File: src/rtl/inst_fetch_stage.sv
// Instruction fetch stage: sram-like master with one request in flight and a decode-stage register.
// Define FETCH_ADEL_EN to turn misaligned fetch PCs into an address-error instruction instead of a bus request.
module inst_fetch_stage #(
  parameter logic [31:0] RESET_PC = 32'hBFC00000
) (
  input  logic        clk,
  input  logic        rst,
  input  logic [31:0] pc_nextF,
  input  logic        stallD,
  input  logic        flush,
  input  logic [31:0] flush_pc,
  output logic        inst_req,
  output logic        inst_wr,
  output logic [1:0]  inst_size,
  output logic [31:0] inst_addr,
  input  logic        inst_addr_ok,
  input  logic        inst_data_ok,
  input  logic [31:0] inst_rdata,
  output logic [31:0] instrD,
  output logic [31:0] pcD,
  output logic        validD,
  output logic        adelD,
  output logic [31:0] pcF,
  output logic        stall_req_if
);

  typedef enum logic [2:0] {
    IDLE,
    ADDR,
    DATA,
    HOLD,
    DISCARD
  } state_t;

  state_t      state_q, state_d;
  logic [31:0] pc_f_q, pc_f_d;
  logic [31:0] instr_dec_q, instr_dec_d;
  logic [31:0] pc_dec_q, pc_dec_d;
  logic        valid_dec_q, valid_dec_d;
  logic [31:0] hold_q, hold_d;

  logic        misaligned;
  logic        idle_halt;
  logic        deliver;
  logic        deliver_adel;
  logic [31:0] deliver_data;

`ifdef FETCH_ADEL_EN
  logic adel_dec_q, adel_dec_d;
  logic halt_q, halt_d;

  assign misaligned = (pc_f_q[1:0] != 2'b00);
  assign idle_halt  = halt_q;
  assign adelD      = adel_dec_q;

  // The address-error marker follows the decode register; the halt flag parks the stage in IDLE until a redirect.
  always_comb begin
    adel_dec_d = adel_dec_q;
    halt_d     = halt_q;
    if (flush) begin
      adel_dec_d = 1'b0;
      halt_d     = 1'b0;
    end else if (deliver) begin
      adel_dec_d = deliver_adel;
      if (deliver_adel) begin
        halt_d = 1'b1;
      end
    end else if (!stallD) begin
      adel_dec_d = 1'b0;
    end
  end

  always_ff @(posedge clk or posedge rst) begin
    if (rst) begin
      adel_dec_q <= 1'b0;
      halt_q     <= 1'b0;
    end else begin
      adel_dec_q <= adel_dec_d;
      halt_q     <= halt_d;
    end
  end
`else
  assign misaligned = 1'b0;
  assign idle_halt  = 1'b0;
  assign adelD      = 1'b0;
`endif

  always_comb begin
    state_d      = state_q;
    pc_f_d       = pc_f_q;
    instr_dec_d  = instr_dec_q;
    pc_dec_d     = pc_dec_q;
    valid_dec_d  = valid_dec_q;
    hold_d       = hold_q;
    deliver      = 1'b0;
    deliver_adel = 1'b0;
    deliver_data = 32'h0;

    case (state_q)
      IDLE: begin
        if (!idle_halt) begin
          state_d = ADDR;
        end
      end
      ADDR: begin
        if (misaligned) begin
          if (!stallD) begin
            deliver      = 1'b1;
            deliver_adel = 1'b1;
            state_d      = IDLE;
          end
        end else if (inst_addr_ok) begin
          state_d = DATA;
        end
      end
      DATA: begin
        if (inst_data_ok) begin
          if (stallD) begin
            hold_d  = inst_rdata;
            state_d = HOLD;
          end else begin
            deliver      = 1'b1;
            deliver_data = inst_rdata;
            state_d      = ADDR;
          end
        end
      end
      HOLD: begin
        if (!stallD) begin
          deliver      = 1'b1;
          deliver_data = hold_q;
          state_d      = ADDR;
        end
      end
      DISCARD: begin
        if (inst_data_ok) begin
          state_d = ADDR;
        end
      end
      default: state_d = IDLE;
    endcase

    // An error delivery keeps pcF on the faulting address so the handler can report it.
    if (deliver) begin
      instr_dec_d = deliver_data;
      pc_dec_d    = pc_f_q;
      valid_dec_d = 1'b1;
      pc_f_d      = deliver_adel ? pc_f_q : pc_nextF;
    end else if (!stallD) begin
      instr_dec_d = 32'h0;
      valid_dec_d = 1'b0;
    end

    // A redirect overrides everything above; an accepted but unanswered request must be drained first.
    if (flush) begin
      pc_f_d      = flush_pc;
      instr_dec_d = 32'h0;
      valid_dec_d = 1'b0;
      hold_d      = hold_q;
      case (state_q)
        ADDR:    state_d = (inst_addr_ok && !misaligned) ? DISCARD : ADDR;
        DATA:    state_d = inst_data_ok ? ADDR : DISCARD;
        DISCARD: state_d = inst_data_ok ? ADDR : DISCARD;
        default: state_d = ADDR;
      endcase
    end
  end

  always_ff @(posedge clk or posedge rst) begin
    if (rst) begin
      state_q     <= IDLE;
      pc_f_q      <= RESET_PC;
      instr_dec_q <= 32'h0;
      pc_dec_q    <= 32'h0;
      valid_dec_q <= 1'b0;
      hold_q      <= 32'h0;
    end else begin
      state_q     <= state_d;
      pc_f_q      <= pc_f_d;
      instr_dec_q <= instr_dec_d;
      pc_dec_q    <= pc_dec_d;
      valid_dec_q <= valid_dec_d;
      hold_q      <= hold_d;
    end
  end

  always_comb begin
    stall_req_if = 1'b1;
    case (state_q)
      DATA:    stall_req_if = !inst_data_ok;
      HOLD:    stall_req_if = 1'b0;
      default: stall_req_if = 1'b1;
    endcase
  end

  assign inst_req  = (state_q == ADDR) && !misaligned;
  assign inst_wr   = 1'b0;
  assign inst_size = 2'b10;
  assign inst_addr = pc_f_q;
  assign pcF       = pc_f_q;
  assign instrD    = instr_dec_q;
  assign pcD       = pc_dec_q;
  assign validD    = valid_dec_q;

endmodule

File: config.mk
export PLATFORM = sky130hd
export DESIGN_NAME = inst_fetch_stage
export DESIGN_NICKNAME = d
export VERILOG_FILES = /design/src/rtl/inst_fetch_stage.sv
export SDC_FILE = /design/constraint.sdc
export NUM_CORES = 1
export LEC_CHECK = 0
export CORE_ASPECT_RATIO = 0.75
export CORE_MARGIN = 2
export CORE_UTILIZATION = 36
export CTS_BUF_LIST = sky130_fd_sc_hd__clkbuf_16
export CTS_CLUSTER_DIAMETER = 120
export DETAILED_ROUTE_END_ITERATION = 7
export HOLD_SLACK_MARGIN = 0.12
export PLACE_DENSITY = 0.76
export SLEW_MARGIN = 25
export SYNTH_ARGS = -nofsm -noshare
export SYNTH_HDL_FRONTEND = slang
export SYNTH_SLANG_ARGS = --single-unit
File: constraint.sdc
create_clock -name clk -period 7.3 [get_ports clk]
set_clock_uncertainty 0.05 [all_clocks]
set_input_delay 1.825 -clock clk [delete_from_list [all_inputs] [get_ports clk]]
set_output_delay 1.825 -clock clk [all_outputs]
set_load 0.1 [all_outputs]
## Word-level counts from Yosys, hierarchy flattened

Cells that the tools add are included.

| word-level totals | value |
|---|---|
| bits in registers | 132 |
| input bits | 102 |
| output and inout bits | 135 |
| word-level logic and storage cells | 48 |

| operators by class | value |
|---|---|
| equality and inequality tests | 9 |
| mux-type cells | 26 |
| bitwise gates (word level) | 1 |
| reductions and logical operators | 6 |

Operator list:

| kind | number |
|---|---|
| 32-bit two-way mux | 8 |
| 32-bit one-hot mux with 2 select lines | 1 |
| 3-bit two-way mux | 7 |
| 3-bit one-hot mux with 5 select lines | 1 |
| 3-bit inequality test (second input constant) | 3 |
| 4-bit AND reduction | 2 |
| 3-bit by 2-bit == test with 1-bit output (second input constant) | 2 |
| 3-bit one-hot mux with 2 select lines | 1 |
| 1-bit two-way mux | 5 |
| 1-bit one-hot mux with 2 select lines | 2 |
| 3-bit by 1-bit == test with 1-bit output (second input constant) | 1 |
| 3-bit == test (second input constant) | 1 |
| 3-bit zero test | 1 |
| 3-bit by 1-bit inequality test with 1-bit output (second input constant) | 1 |
| 3-bit by 2-bit inequality test with 1-bit output (second input constant) | 1 |
| 2-bit two-way mux | 1 |
| 2-bit nonzero test | 1 |
| 2-bit OR reduction | 1 |
| 1-bit zero test | 1 |
| 1-bit NOT | 1 |

## Logic depth before layout (Yosys ltp)

Gate-level depths: netlist (run 1).

| depth | value |
|---|---|
| depth after elaboration | 5 |
| gate-level depth with buffers | 6 |

## Worst setup path before layout (run 1)

Ideal clock, no wire load.

| path | value |
|---|---|
| path type | input to output |
| from | input port inst_data_ok |
| to | output port stall_req_if |
| data arrival time | 3.927 ns |
| path slack | 1.498 ns |
| cell stages on the path | 1 |
| buffers on the path | 0 |
| path through | o21ai_0 |

| between the ends | value |
|---|---|
| word-level cells in the longest chain between the ends | 2 |

RTL lines:

| element | RTL line | RTL |
|---|---|---|
| start: declaration | 17 | `input logic inst_data_ok,` |
| 1-bit zero test | 190 | `DATA: stall_req_if = !inst_data_ok;` |
| 1-bit one-hot mux with 2 select lines | 189 | `case (state_q)` |
| end: declaration | 24 | `output logic stall_req_if` |

Every way passes these cells.

## Final worst setup path (run 1)

Same ends and word-level chain as after synthesis.

==> results.py, run 1 <==
metrics = {
    "layout": {
        "syn_to_final_growth_pct": 44.1,
        "mostFrequentLayoutCells": "231 x clkdlybuf4s50_1, 123 x dfrtp_1, 64 x o21ai_0",
        "layout-drive-gt1-share_pct": 16.3,
        "diodes": 0,
        "fin_nets": 811,
        "final_common_cell": "clkdlybuf4s50_1",
        "n_fill_cell": 1479,
    },
    "grt": {
        "grt_antenna_before_repair": 0,
        "grt.total_usage_pct": 18.5,
        "grt_pass1_wl_mm": 25.8,
        "overflow": 0,
        "grt_pass1_vias": 4745,
        "grt_max_degree": 83,
    },
    "synth": {
        "synth_compound_area_share_pct": 15.9,
        "synthCells": 529,
        "ys_ff_latch": 132,
        "synth.area.mux_share_pct": 13.6,
        "syn-cell-area_um2": 6130,
        "synth_simple_gate_area_share_pct": 7.41,
        "synthAdderAreaFrac_pct": 0,
        "synth_top_family_by_area": "compound AO/OA/AOI/OAI gates",
        "avgSynthCellArea_um2": 11.6,
        "yosysSeqAreaShare_pct": 54.1,
        "ys_types": 29,
        "ys_warn_count": 0,
        "synthXorXnorAreaFrac_pct": 0,
    },
    "setup_path": {
        "cp.arrival_ps": 3690,
        "path_common_cell": "clkdlybuf4s50_1",
        "timing_worst_setup_path_type": "primary input to output pin",
        "setup.worst_path.start_class": "primary input",
        "endpoint_kind": "output pin",
        "required_ps": 5430,
        "r2r_slack_ps": 5070,
        "r2r_cells": 4,
        "critPathMaxStageDelay_ps": 1160,
        "critPathMaxFanout": 6,
        "slowest_stage": "clkdlybuf4s50_1",
        "worstReg2RegEnd": "hold_q[4]",
        "path_cells": "clkdlybuf4s50_1, o21ai_0, clkdlybuf4s50_1",
        "r2r-start": "state_q[2]",
    },
    "run": {
        "cap_violations": 0,
    },
    "timing": {
        "setup_ws_ps": 1740,
        "period_share_pct": 76.2,
        "tns_ps": 0,
        "relSlewSlack_pct": 30.8,
        "tightestPinTransition_ps": 1030,
        "max_freq_mhz": 180,
        "slew_viol_final": 0,
        "setup_viol": 0,
        "hold_viol": 0,
        "fin_crit_ps": 5560,
        "rsz0062_at_grt": "false",
    },
    "clock_network": {
        "path_clk_slew_ps": 60,
        "cts_tree": "yes",
        "root_buffer": "clkbuf_16",
        "post_cts_buffers": 0,
        "clk-insertion-delay-late_ps": 410,
        "post_cts_resized": 0,
        "htreeDepth": 4,
        "cts.sinks": 132,
        "cts_buffers": 17,
        "cts_hold_buf": 0,
        "ctsLongestPathBuffers": 2,
    },
    "hold_path": {
        "min_path_type": "flop to flop",
        "whs_endpoint": "instrD[21]",
        "hold_path_startpoint": "instrD[21]",
        "hold_depth": 2,
    },
    "floorplanning": {
        "die_w_um": 155,
        "fp-row-count": 41,
        "die-area_um2": 18100,
        "die_h_um": 117,
        "coreArea_um2": 16700,
        "start_util_pct": 36.6,
        "ioPinCount": 237,
    },
    "routing": {
        "drc": 0,
        "routed-via-count": 4782,
        "initialDrtViolationCount": 238,
        "ant_nets": 0,
        "viasPerCell": 5.10,
        "detail_route.wl_per_cell_um": 18.1,
        "firstDrtPassIters": 4,
        "routed_wl_mm": 16.9,
    },
    "placement": {
        "routabilityCongestion": 0.761,
        "dpl.hpwl_mm": 10.7,
        "dpl_worst_slack_ps": 1720,
        "port_buffers": 232,
    },
    "power": {
        "finalPower_mw": 3.74,
        "peakVddDrop_mv": 0.351,
        "leakagePower_nw": 3.67,
        "power.density_nw_per_um2": 424,
    },
    "run_status": {
        "status": "finished, final reports clean",
    },
}
-- cell usage after synthesis --
cell type,instances,area (um2)
o21ba_1,1,10.0
inv_1,1,3.75
nand3b_1,1,7.51
o31ai_1,1,7.51
a21oi_1,33,165
o21bai_1,2,15.0
nor3_1,2,10.0
clkbuf_1,18,67.6
o21ai_0,64,320
or3_4,1,11.3
and3b_1,2,17.5
mux2_4,30,450
nor2b_1,34,213
nand2b_4,1,13.8
buf_6,10,113
mux2_1,1,11.3
dfrtp_1,123,3080
mux2_2,33,372
and4bb_1,1,12.5
conb_1,2,7.51
buf_4,38,285
nand2_1,35,131
nand2_4,2,22.5
o21ai_1,3,15.0
a22oi_1,32,240
buf_2,15,75.1
dfstp_2,9,236
a31oi_1,32,200
nor3b_1,2,15.0
-- kinds of logic (layout without fill, tap and decap cells) --
group,Yosys count,count (layout)
buffers and inverters,82,273
DFF,132,132
and+or+nand+nor,81,81
other,2,4
muxes,64,64
AOI/OAI and AO/OA,168,168
-- worst max-delay path: cells and delay by family --
family                 cells  cell delay (ps)
buffers and inverters      2             1660
AOI/OAI and AO/OA          1              200
-- flip-flops by register name (all words and copies together), names as in the netlist --
signal and cells:
pcD 32, state_q 3, inst_addr 32, validD 1
hold_q 32, instrD 32
-- power by group --
part           switching [mW]  internal, mW  total [mW]
logic                    1.37         0.499        1.87
registers               0.125         0.929        1.05
clock network           0.316         0.497       0.813
total                    1.81          1.93        3.74
-- layer usage --
metal  track usage (%)  share of wire [%]  routed length [um]  vias to the layer above
li1                  -                  -                   -                     2196
met1              25.1                 46                7850                     2384
met2              28.5                 45                7670                      181
met3              4.97                6.9                1170                       21
met4              7.59                1.3                 223                        0
met5                 0                  0                   0                        -
-- worst max-delay path by stage --
| stage | end | from |
|---|---|---|
| global placement | stall_req_if | inst_data_ok |
| floorplan | stall_req_if | inst_data_ok |
| detailed placement | stall_req_if | inst_data_ok |
| finish | stall_req_if | inst_data_ok |
| CTS | stall_req_if | inst_data_ok |
| global route | stall_req_if | inst_data_ok |
-- final cells by class --
cell class / instances / area (um2) / area share, %
well taps: 215 / 269 / 3.05
inverters: 1 / 8.76 / 0.0992
repair buffers: 240 / 2380 / 26.9
multi-input cells: 317 / 2290 / 25.9
flip-flops and latches: 132 / 3310 / 37.5
clock buffers: 17 / 425 / 4.82
clock inverters: 15 / 143 / 1.62
-- stage by stage --
step	cells	utilization [%]	hold WS, ps	instance area, um2
2_1_floorplan	531	-	430	6130
3_3_place_gp	905	49.4	412	8260
3_5_place_dp	905	49.4	419	8260
4_1_cts	937	52.8	433	8830
5_1_grt	937	52.8	465	8830
6_report	937	52.8	432	8830
No activity file was read; power rests on OpenSTA's default activity.
==> run 2, diff against run 1 <==
Clock period 7.3 ns to 5.39 ns, I/O delays scaled along.
==> results.py, run 2 (same netlist as run 1, synthesis figures left out) <==
metrics = {
    "power": {
        "power.density_nw_per_um2": 572,
        "peakVddDrop_mv": 0.434,
        "finalPower_mw": 5.06,
        "leakagePower_nw": 3.67,
    },
    "layout": {
        "layout-drive-gt1-share_pct": 16.9,
        "syn_to_final_growth_pct": 44.3,
        "final_common_cell": "clkdlybuf4s50_1",
        "fin_nets": 812,
        "mostFrequentLayoutCells": "230 x clkdlybuf4s50_1, 123 x dfrtp_1, 64 x o21ai_0",
        "diodes": 0,
        "fin_util_pct": 52.9,
    },
    "timing": {
        "period_share_pct": 70.0,
        "relSlewSlack_pct": 29.5,
        "hold_viol": 0,
        "rsz0062_at_grt": "false",
        "tightestPinTransition_ps": 1050,
        "timing.hold.ws_ps": 427,
        "fin_crit_ps": 3770,
        "slew_viol_final": 0,
        "tns_ps": 0,
        "setup_viol": 0,
        "max_freq_mhz": 265,
    },
    "routing": {
        "viasPerCell": 5.09,
        "routed_wl_mm": 16.9,
        "drc": 0,
        "initialDrtViolationCount": 260,
        "dr_wl_met3_mm": 1.25,
        "routed.top_layer": "met4",
        "wl_met2_mm": 7.88,
        "met1_length_mm": 7.66,
        "firstDrtPassIters": 5,
        "routed-via-count": 4776,
        "ant_nets": 0,
        "detail_route.wl_per_cell_um": 18.1,
    },
    "floorplanning": {
        "die_w_um": 155,
        "die_h_um": 117,
        "fp-row-count": 41,
        "ioPinCount": 237,
        "coreArea_um2": 16700,
        "die-area_um2": 18100,
        "start_util_pct": 36.6,
    },
    "clock_network": {
        "cts_hold_buf": 0,
        "cts.sinks": 132,
        "htreeDepth": 4,
        "clk-insertion-delay-late_ps": 410,
        "cts_buffers": 17,
        "cts_tree": "yes",
        "ctsLongestPathBuffers": 2,
        "root_buffer": "clkbuf_16",
        "path_clk_slew_ps": 60,
        "post_cts_resized": 0,
        "post_cts_buffers": 0,
    },
    "placement": {
        "port_buffers": 232,
        "dpl.hpwl_mm": 11.2,
        "routabilityCongestion": 0.767,
    },
    "grt": {
        "overflow": 0,
        "grt_pass1_wl_mm": 27.1,
        "grt_max_degree": 75,
        "grt.total_usage_pct": 19.2,
        "grt_antenna_before_repair": 0,
        "grt_pass1_vias": 4813,
    },
    "setup_path": {
        "endpoint_kind": "output pin",
        "critPathMaxFanout": 6,
        "critPathMaxStageDelay_ps": 520,
        "required_ps": 3990,
        "slowest_stage": "clkdlybuf4s50_1",
        "r2r-start": "state_q[1]",
        "path_cells": "clkdlybuf4s50_1, o21ai_0, buf_4",
        "path_buf_inv": 2,
        "timing_worst_setup_path_type": "primary input to output pin",
        "cp.arrival_ps": 2380,
        "setup.worst_path.start_class": "primary input",
        "cpLargestDelayFamily": "buffers and inverters",
        "cp-startpoint": "inst_data_ok",
    },
    "run_status": {
        "status": "finished, final reports clean",
    },
    "run": {
        "cap_violations": 0,
    },
    "hold_path": {
        "min_path_type": "flop to flop",
        "hold_path_startpoint": "instrD[28]",
    },
}
run 2: worst paths after layout:
path	slack, ps	to	cells after the start
worst max-delay path	1620	stall_req_if	3
worst min-delay path	430	instrD[28]	2
worst max register to register	3250	pcD[19]	3
worst min register to register	430	instrD[28]	2
max in group asynchronous	2980	inst_addr[23]	3
min in group asynchronous	1380	pcD[1]	2
run 2: layer usage:
layer | global-route usage [%] | up-vias
met5 | 0 | -
met4 | 4.51 | 0
met3 | 5.82 | 15
met2 | 30.5 | 180
met1 | 26.2 | 2379
li1 | - | 2202
run 2: layout make-up:
class / instances / area, um2
clock buffers: 17 / 425
clock inverters: 15 / 134
fillers: 1460 / 7880
inverters: 1 / 8.76
multi-input cells: 317 / 2290
flip-flops and latches: 132 / 3310
well taps: 215 / 269
repair buffers: 241 / 2400
run 2: per-stage QoR:
step	cell area (um2)	setup WS, ps	instances
final	8840	1620	938
after floorplan	6130	481	531
after CTS	8820	1590	937
after detailed placement	8260	1620	905
after global placement	8260	1650	905
after global routing	8840	1580	938
run 2: worst min-delay path, delay by kind of cell (launching register included):
kind             cells  cell delay, ps
flip-flops           1             340
AND/OR/NAND/NOR      1              40
AO/OA/AOI/OAI        1              60
run 2: where the power goes:
part | internal [mW] | switching, mW | total, mW
logic | 0.683 | 1.86 | 2.54
clock network | 0.636 | 0.452 | 1.09
registers | 1.26 | 0.174 | 1.43
total | 2.58 | 2.48 | 5.06
